==> src/rtl/upp_arb_pkg.sv <==
// Shared definitions for the uPP channel arbiter: channel count, default widths,
// FSM state encodings and a small channel-to-one-hot helper.
package upp_arb_pkg;

  localparam int unsigned NUM_CH     = 2;
  localparam int unsigned PEND_W_DEF = 4;
  localparam int unsigned GAP_W      = 9;
  localparam int unsigned TIMEOUT_W  = 16;

  localparam logic [1:0] ST_IDLE      = 2'd0;
  localparam logic [1:0] ST_GRANT     = 2'd1;
  localparam logic [1:0] ST_WAIT_DONE = 2'd2;
  localparam logic [1:0] ST_GAP       = 2'd3;

  typedef enum logic [1:0] {
    StIdle     = ST_IDLE,
    StGrant    = ST_GRANT,
    StWaitDone = ST_WAIT_DONE,
    StGap      = ST_GAP
  } arbState_t;

  function automatic logic [NUM_CH-1:0] chOneHot(input logic ch);
    return ch ? 2'b10 : 2'b01;
  endfunction

endpackage

==> src/rtl/upp_frame_counter.sv <==
// Saturating pending-frame counter for one channel. Increment and decrement in
// the same cycle cancel; an increment at full scale holds the count and sets a
// sticky overflow flag. iClr forces the count to zero and drops any increment.
module upp_frame_counter
  import upp_arb_pkg::*;
#(
  parameter int unsigned PEND_W = PEND_W_DEF
) (
  input  logic              iCLK,
  input  logic              iRST,
  input  logic              iInc,
  input  logic              iDec,
  input  logic              iClr,
  output logic [PEND_W-1:0] oCount,
  output logic              oOverflow
);

  localparam logic [PEND_W-1:0] MaxCount = '1;

  logic [PEND_W-1:0] countQ, countD;
  logic              ovfQ, ovfD;

  // Next count: clear beats everything, then the inc/dec combination.
  always_comb begin
    countD = countQ;
    ovfD   = ovfQ;
    if (iClr) begin
      countD = '0;
    end else if (iInc && !iDec) begin
      if (countQ == MaxCount) begin
        ovfD = 1'b1;
      end else begin
        countD = countQ + PEND_W'(1);
      end
    end else if (iDec && !iInc && (countQ != '0)) begin
      countD = countQ - PEND_W'(1);
    end
  end

  // Counter and sticky overflow registers.
  always_ff @(posedge iCLK) begin
    if (iRST) begin
      countQ <= '0;
      ovfQ   <= 1'b0;
    end else begin
      countQ <= countD;
      ovfQ   <= ovfD;
    end
  end

  assign oCount    = countQ;
  assign oOverflow = ovfQ;

endmodule

==> src/rtl/upp_channel_arbiter.sv <==
// Round-robin arbiter sharing the uPP transmit reader between two BLVDS channel
// FIFOs. Grants one channel per frame, steers rdreq/data to it, enforces an
// inter-frame gap and flushes the granted FIFO if the reader stalls.
// Build option: define UPP_ARB_DEPTH_PRIO_EN to let the deeper queue win when
// both channels are eligible (equal depths still fall back to round-robin).
module upp_channel_arbiter
  import upp_arb_pkg::*;
#(
  parameter logic [GAP_W-1:0]     GAP_CYCLES = 9'd100,
  parameter logic [TIMEOUT_W-1:0] TIMEOUT    = 16'd50000,
  parameter int unsigned          PEND_W     = PEND_W_DEF
) (
  input  logic              iCLK,
  input  logic              iRST,
  input  logic [1:0]        iFRAME_END,
  input  logic [1:0]        iCH_ENA,
  input  logic [15:0]       iFIFO_OUT_0,
  input  logic [15:0]       iFIFO_OUT_1,
  input  logic              iRD_REQ,
  input  logic              iDONE,
  output logic              oSTART,
  output logic              oSEL_CHANNEL,
  output logic [15:0]       oFIFO_OUT,
  output logic [1:0]        oRD_REQ,
  output logic [1:0]        oACLR_FIFO,
  output logic [PEND_W-1:0] oPEND_0,
  output logic [PEND_W-1:0] oPEND_1,
  output logic [1:0]        oOVERFLOW,
  output logic              oTIMEOUT,
  output logic              oBUSY
);

  arbState_t             stateQ, stateD;
  logic                  selQ, selD;
  logic                  lastQ, lastD;
  logic [TIMEOUT_W-1:0]  wdogQ, wdogD;
  logic [GAP_W-1:0]      gapQ, gapD;
  logic                  timeoutQ, timeoutD;

  logic [PEND_W-1:0]     pend [NUM_CH];
  logic [NUM_CH-1:0]     ovf;
  logic [NUM_CH-1:0]     elig;
  logic [NUM_CH-1:0]     grantDec;
  logic [NUM_CH-1:0]     abortClr;
  logic                  winner;
  logic                  wdogHit;
  logic                  gapDone;

  for (genvar g = 0; g < NUM_CH; g++) begin : gen_cnt
    upp_frame_counter #(
      .PEND_W (PEND_W)
    ) u_cnt (
      .iCLK      (iCLK),
      .iRST      (iRST),
      .iInc      (iFRAME_END[g]),
      .iDec      (grantDec[g]),
      .iClr      (abortClr[g]),
      .oCount    (pend[g]),
      .oOverflow (ovf[g])
    );
    assign elig[g] = (pend[g] != '0) && iCH_ENA[g];
  end

  // Pick the next channel; on a tie the channel not served last wins.
  always_comb begin
    winner = 1'b0;
    case (elig)
      2'b01:   winner = 1'b0;
      2'b10:   winner = 1'b1;
      2'b11: begin
`ifdef UPP_ARB_DEPTH_PRIO_EN
        if (pend[1] > pend[0]) begin
          winner = 1'b1;
        end else if (pend[0] > pend[1]) begin
          winner = 1'b0;
        end else begin
          winner = ~lastQ;
        end
`else
        winner = ~lastQ;
`endif
      end
      default: winner = 1'b0;
    endcase
  end

  // Watchdog fires on the cycle that would bring the count up to TIMEOUT.
  assign wdogHit = ({1'b0, wdogQ} + 17'd1) >= {1'b0, TIMEOUT};
  // GAP lasts GAP_CYCLES cycles, but never less than one.
  assign gapDone = ({1'b0, gapQ} + 10'd1) >= {1'b0, GAP_CYCLES};

  // Next-state and per-state outputs.
  always_comb begin
    stateD   = stateQ;
    selD     = selQ;
    lastD    = lastQ;
    wdogD    = wdogQ;
    gapD     = gapQ;
    timeoutD = timeoutQ;
    grantDec = '0;
    abortClr = '0;
    oSTART   = 1'b0;
    oBUSY    = 1'b0;
    oRD_REQ  = '0;
    case (stateQ)
      StIdle: begin
        if (|elig) begin
          selD   = winner;
          stateD = StGrant;
        end
      end
      StGrant: begin
        oSTART   = 1'b1;
        oBUSY    = 1'b1;
        grantDec = chOneHot(selQ);
        lastD    = selQ;
        wdogD    = '0;
        gapD     = '0;
        stateD   = StWaitDone;
      end
      StWaitDone: begin
        oBUSY   = 1'b1;
        oRD_REQ = iRD_REQ ? chOneHot(selQ) : '0;
        if (iDONE) begin
          stateD = StGap;
        end else if (wdogHit) begin
          abortClr = chOneHot(selQ);
          timeoutD = 1'b1;
          stateD   = StGap;
        end else begin
          wdogD = wdogQ + 16'd1;
        end
      end
      StGap: begin
        if (gapDone) begin
          stateD = StIdle;
        end else begin
          gapD = gapQ + 9'd1;
        end
      end
      default: stateD = StIdle;
    endcase
  end

  // State and control registers.
  always_ff @(posedge iCLK) begin
    if (iRST) begin
      stateQ   <= StIdle;
      selQ     <= 1'b0;
      lastQ    <= 1'b1;
      wdogQ    <= '0;
      gapQ     <= '0;
      timeoutQ <= 1'b0;
    end else begin
      stateQ   <= stateD;
      selQ     <= selD;
      lastQ    <= lastD;
      wdogQ    <= wdogD;
      gapQ     <= gapD;
      timeoutQ <= timeoutD;
    end
  end

  // Reset abandons a frame silently, so the flush pulse is masked while iRST is high.
  assign oACLR_FIFO   = iRST ? '0 : abortClr;
  assign oSEL_CHANNEL = selQ;
  assign oFIFO_OUT    = selQ ? iFIFO_OUT_1 : iFIFO_OUT_0;
  assign oPEND_0      = pend[0];
  assign oPEND_1      = pend[1];
  assign oOVERFLOW    = ovf;
  assign oTIMEOUT     = timeoutQ;

endmodule

==> config.mk <==
export PLATFORM = sky130hd
export DESIGN_NAME = upp_channel_arbiter
export DESIGN_NICKNAME = d
export VERILOG_FILES = /design/src/rtl/upp_arb_pkg.sv /design/src/rtl/upp_frame_counter.sv /design/src/rtl/upp_channel_arbiter.sv
export SDC_FILE = /design/constraint.sdc
export NUM_CORES = 1
export LEC_CHECK = 0
export ABC_CLOCK_PERIOD_IN_PS = 5900
export BUFFER_PORTS_ARGS = -buffer_cell sky130_fd_sc_hd__buf_2
export CORE_ASPECT_RATIO = 0.9
export CORE_UTILIZATION = 50
export CTS_CLUSTER_SIZE = 20
export DETAILED_ROUTE_END_ITERATION = 10
export GPL_TIMING_DRIVEN = 0
export PLACE_DENSITY = 0.76
export SLEW_MARGIN = 0
export SYNTH_ARGS = -nofsm -noshare
export SYNTH_HDL_FRONTEND = slang
export SYNTH_SLANG_ARGS = --single-unit
==> constraint.sdc <==
create_clock -name iCLK -period 5.9 [get_ports iCLK]
set_clock_uncertainty 0.1 [all_clocks]
set_input_delay 0.295 -clock iCLK [delete_from_list [all_inputs] [get_ports iCLK]]
set_output_delay 0.295 -clock iCLK [all_outputs]
set_load 0.01 [all_outputs]
==> summary.txt <==
Run status
  • Outcome: finished, final reports clean

Layout
  • Synth-to-layout area growth: 19.30%
  • # nets final: 456
  • Most frequent cells in the layout: 77 x buf_2, 40 x dfxtp_1, 26 x nor2_1
  • Commonest non-fill, non-tap cell in the layout: buf_2
  • Fillers: 476
  • Final instance area: 3318 um2
  • Share of cells above drive strength 1: 31.76%
  • Number of diodes: 0

CTS
  • Clock root buffer: clkbuf_8
  • Setup bufs post-CTS: 0
  • H-tree levels: 2
  • CTS tree: built
  • Num CTS Buffers: 5
  • Clock-pin slew on the worst setup and hold paths: 0.08 ns
  • Clock latency on the worst-skew pair: 0.30 ns
  • Clock sinks: 40
  • Post-cts sizing count: 0
  • Clk buf depth: 2
  • Cts hold-fix bufs: 0

Logic synthesis
  • Synthesized Nets: 377
  • EDFF count, synth: 0
  • Async SR Flop Fraction: 0%
  • Sequential area share after synthesis: 28.79%
  • Syn Inst Count: 323
  • Synth cell types: 64
  • Yosys warns: 0
  • Mapped cell area: 2781 um2
  • Post-synth top flop: dfxtp_1
  • Synth Register Bits: 40
  • Mean Syn Cell Area: 8.611 um2

STA
  • Slew Limit Fails: 0
  • Final Cycle Share: 52.36%
  • Hold Vio Cnt, Final: 0
  • Endpoints failing setup: 0
  • Fin crit period: 3.089 ns
  • Slew at the pin closest to its max-slew limit: 0.7314 ns
  • Fmax: 323.7 MHz
  • Total negative slack: 0 ns
  • Unrepaired setup endpoints after global routing: false
  • Max_slew headroom: 50.47%

Route
  • Drt pass-1 iters: 4
  • DR vias: 2,714
  • Routed Antenna Nets: 0
  • Residual DRC: 0
  • DR iter-0 viols: 155
  • Wire per inst: 14.08 um
  • Total wire length: 6618 um
  • DR vias/cell: 5.774

Die
  • Initial Utilization: 52.31%
  • Die width: 80.62 um
  • Die Y: 72.76 um
  • Die ar.: 5866 um2
  • IO Pins: 74
  • Total core area: 5318 um2
  • Row count: 25

Critical path
  • CP dominant cell by count: buf_2
  • Critical R2R Launch: wdogQ[0]
  • Crit path max-delay family: simple AND/OR/NAND/NOR gates
  • Worst r2r dst: wdogQ[3]
  • Worst EP arrival: 2.69 ns
  • WS Path Type: reg -> out
  • Worst-path maximum fanout: 9
  • Endpoint kind of the worst setup timing path: output pin
  • Register-to-Register Path Depth: 11
  • CP Data Required Time: 5.51 ns
  • Worst path max stage delay: 0.43 ns
  • CP startpoint kind: flip-flop
  • Buf/Inv on CP: 2
  • Slowest stage cell on the critical path: dfxtp_1
  • CP Cell Sequence: ha_1 -> buf_2 -> nand4_2 -> nor3_1 -> xor2_1 -> nor4_2 -> o21a_2 -> nor4_1 -> buf_2
  • Worst reg2reg setup slack: 2.90 ns

Placement
  • Dpl cell area: 3226 um2
  • GPL Wtd Cong: 0.9124
  • Final HPWL DP: 5023 um
  • PortBufs: 72

Min path
  • Hold Path Origin: iCH_ENA[0]
  • HP Class: in -> reg
  • Worst hold stages: 3
  • Hold Path Sink: oSEL_CHANNEL

Global routing
  • GRT overflow: 0
  • First-pass GRT wire length: 10,740 um
  • Initial antenna violation count: 0
  • Pin count of the biggest net entering global routing: 13
  • Vias in the first global route: 2,373
  • Global Route Usage Sum: 23.48%

Pwr
  • Cell Pwr Density: 283.9 nW/um2
  • Worst vdd ir: 0.2374 mV
  • Pleak: 0.001482 uW

Job
  • MaxCap Viol Count: 0
## cell families (layout without fill, tap and decap cells)
logic type	after synthesis	after routing	share of synthesized area, %
AO/OA/AOI/OAI	67	67	17.36
XOR/XNOR	14	14	4.409
adder cells (fa/ha/maj)	14	14	6.838
buffers and inverters	30	110	5.083
flip-flops	40	40	28.79
multiplexers	22	22	8.727
AND/OR/NAND/NOR	136	136	28.79
## layout make-up
class	count	area [um2]	share of cell area, %
Clock buffer	6	82.58	2.489
Inverter	13	48.80	1.471
Tap cell	67	83.83	2.526
Timing Repair Buffer	72	360.3	10.86
Buffer	17	92.59	2.790
Sequential cell	40	800.8	24.13
Multi-Input combinational cell	253	1839	55.43
Clock inverter	2	10.01	0.3017
## registers in the layout, summed over array words and instances (netlist names)
signal	cells
oSEL_CHANNEL	1
gen_cnt.u_cnt.oOverflow	2
lastQ	1
wdogQ	16
stateQ	2
gen_cnt.u_cnt.oCount	8
oTIMEOUT	1
gapQ	9
## worst min-delay path: stages
cell     delay [ns]
buf_2          0.09
a311o_1        0.17
a21oi_1        0.06
## metrics by stage
stage / utilization (%) / power (uW) / setup WS (ns) / instances / hold slack, ns
4_1_cts: 62.40 / 947.6 / 2.820 / 470 / 0.2466
3_5_place_dp: 60.66 / 751.4 / 2.977 / 462 / 0.3397
3_3_place_gp: 60.66 / 738.5 / 3.051 / 462 / 0.3341
6_report: 62.40 / 942.0 / 2.811 / 470 / 0.2634
2_1_floorplan: - / 627.1 / 3.335 / 323 / 0.3259
5_1_grt: 62.40 / 1003 / 2.631 / 470 / 0.2641
## report_power, final
part,switching (uW),total [uW],leakage (uW),internal [uW]
Combinational,214,400,0.00111,186
Clock,102,195,0.0000510,93.5
Sequential,45.0,347,0.000325,302
Total,361,942,0.00148,581
## Yosys cell counts, types with 2 or more instances
library cell / count / area, um2
inv_1: 13 / 48.80
xor2_1: 5 / 43.79
nor3_2: 2 / 20.02
nand2b_1: 2 / 12.51
a21o_1: 2 / 15.01
nor4_1: 7 / 43.79
and4_1: 2 / 17.52
nor2_1: 26 / 97.59
buf_2: 5 / 25.02
a211oi_1: 2 / 15.01
nor3_1: 19 / 95.09
a21oi_1: 18 / 90.09
fa_1: 2 / 40.04
mux2_2: 18 / 202.7
dfxtp_1: 40 / 800.8
o31ai_1: 3 / 22.52
a22o_1: 5 / 43.79
nand4_1: 3 / 18.77
a221o_1: 6 / 60.06
a211o_1: 4 / 35.03
nor2b_1: 3 / 18.77
o22ai_1: 2 / 12.51
nand3_2: 2 / 20.02
nor4_2: 3 / 37.54
o21ai_0: 11 / 55.05
buf_4: 2 / 15.01
nand3b_1: 4 / 30.03
and3_2: 2 / 15.01
mux2i_1: 4 / 40.04
or3_1: 2 / 12.51
buf_6: 2 / 22.52
ha_1: 12 / 150.1
nand2_1: 22 / 82.58
o21a_1: 2 / 15.01
clkbuf_1: 7 / 26.28
xnor2_1: 9 / 78.83
and2_1: 2 / 12.51
and3_1: 10 / 62.56
or4_1: 2 / 15.01
nand3_1: 8 / 40.04
and3b_1: 5 / 43.79
## worst max path at each step
| stage | start | endpoint | slack [ns] | cells past startpoint |
|---|---|---|---|---|
| after floorplan | wdogQ[0] | wdogQ[11] | 3.34 | 11 |
| after global placement | wdogQ[0] | wdogQ[3] | 3.05 | 11 |
| after detailed placement | wdogQ[0] | wdogQ[3] | 2.98 | 11 |
| after CTS | wdogQ[0] | oACLR_FIFO[1] | 2.82 | 9 |
| after global routing | wdogQ[0] | oACLR_FIFO[1] | 2.63 | 9 |
| final | wdogQ[0] | oACLR_FIFO[1] | 2.81 | 9 |
## per-layer routing
layer | routed length (um) | vias up | track usage [%] | share of wire, %
met4 | 103 | 0 | 8.333 | 1.6
li1 | - | 1338 | - | -
met3 | 394 | 10 | 4.875 | 6.0
met1 | 3012 | 1265 | 30.57 | 46
met2 | 3108 | 101 | 38.42 | 47
met5 | 0 | - | 0 | 0
(Power assumes the default switching activity.)
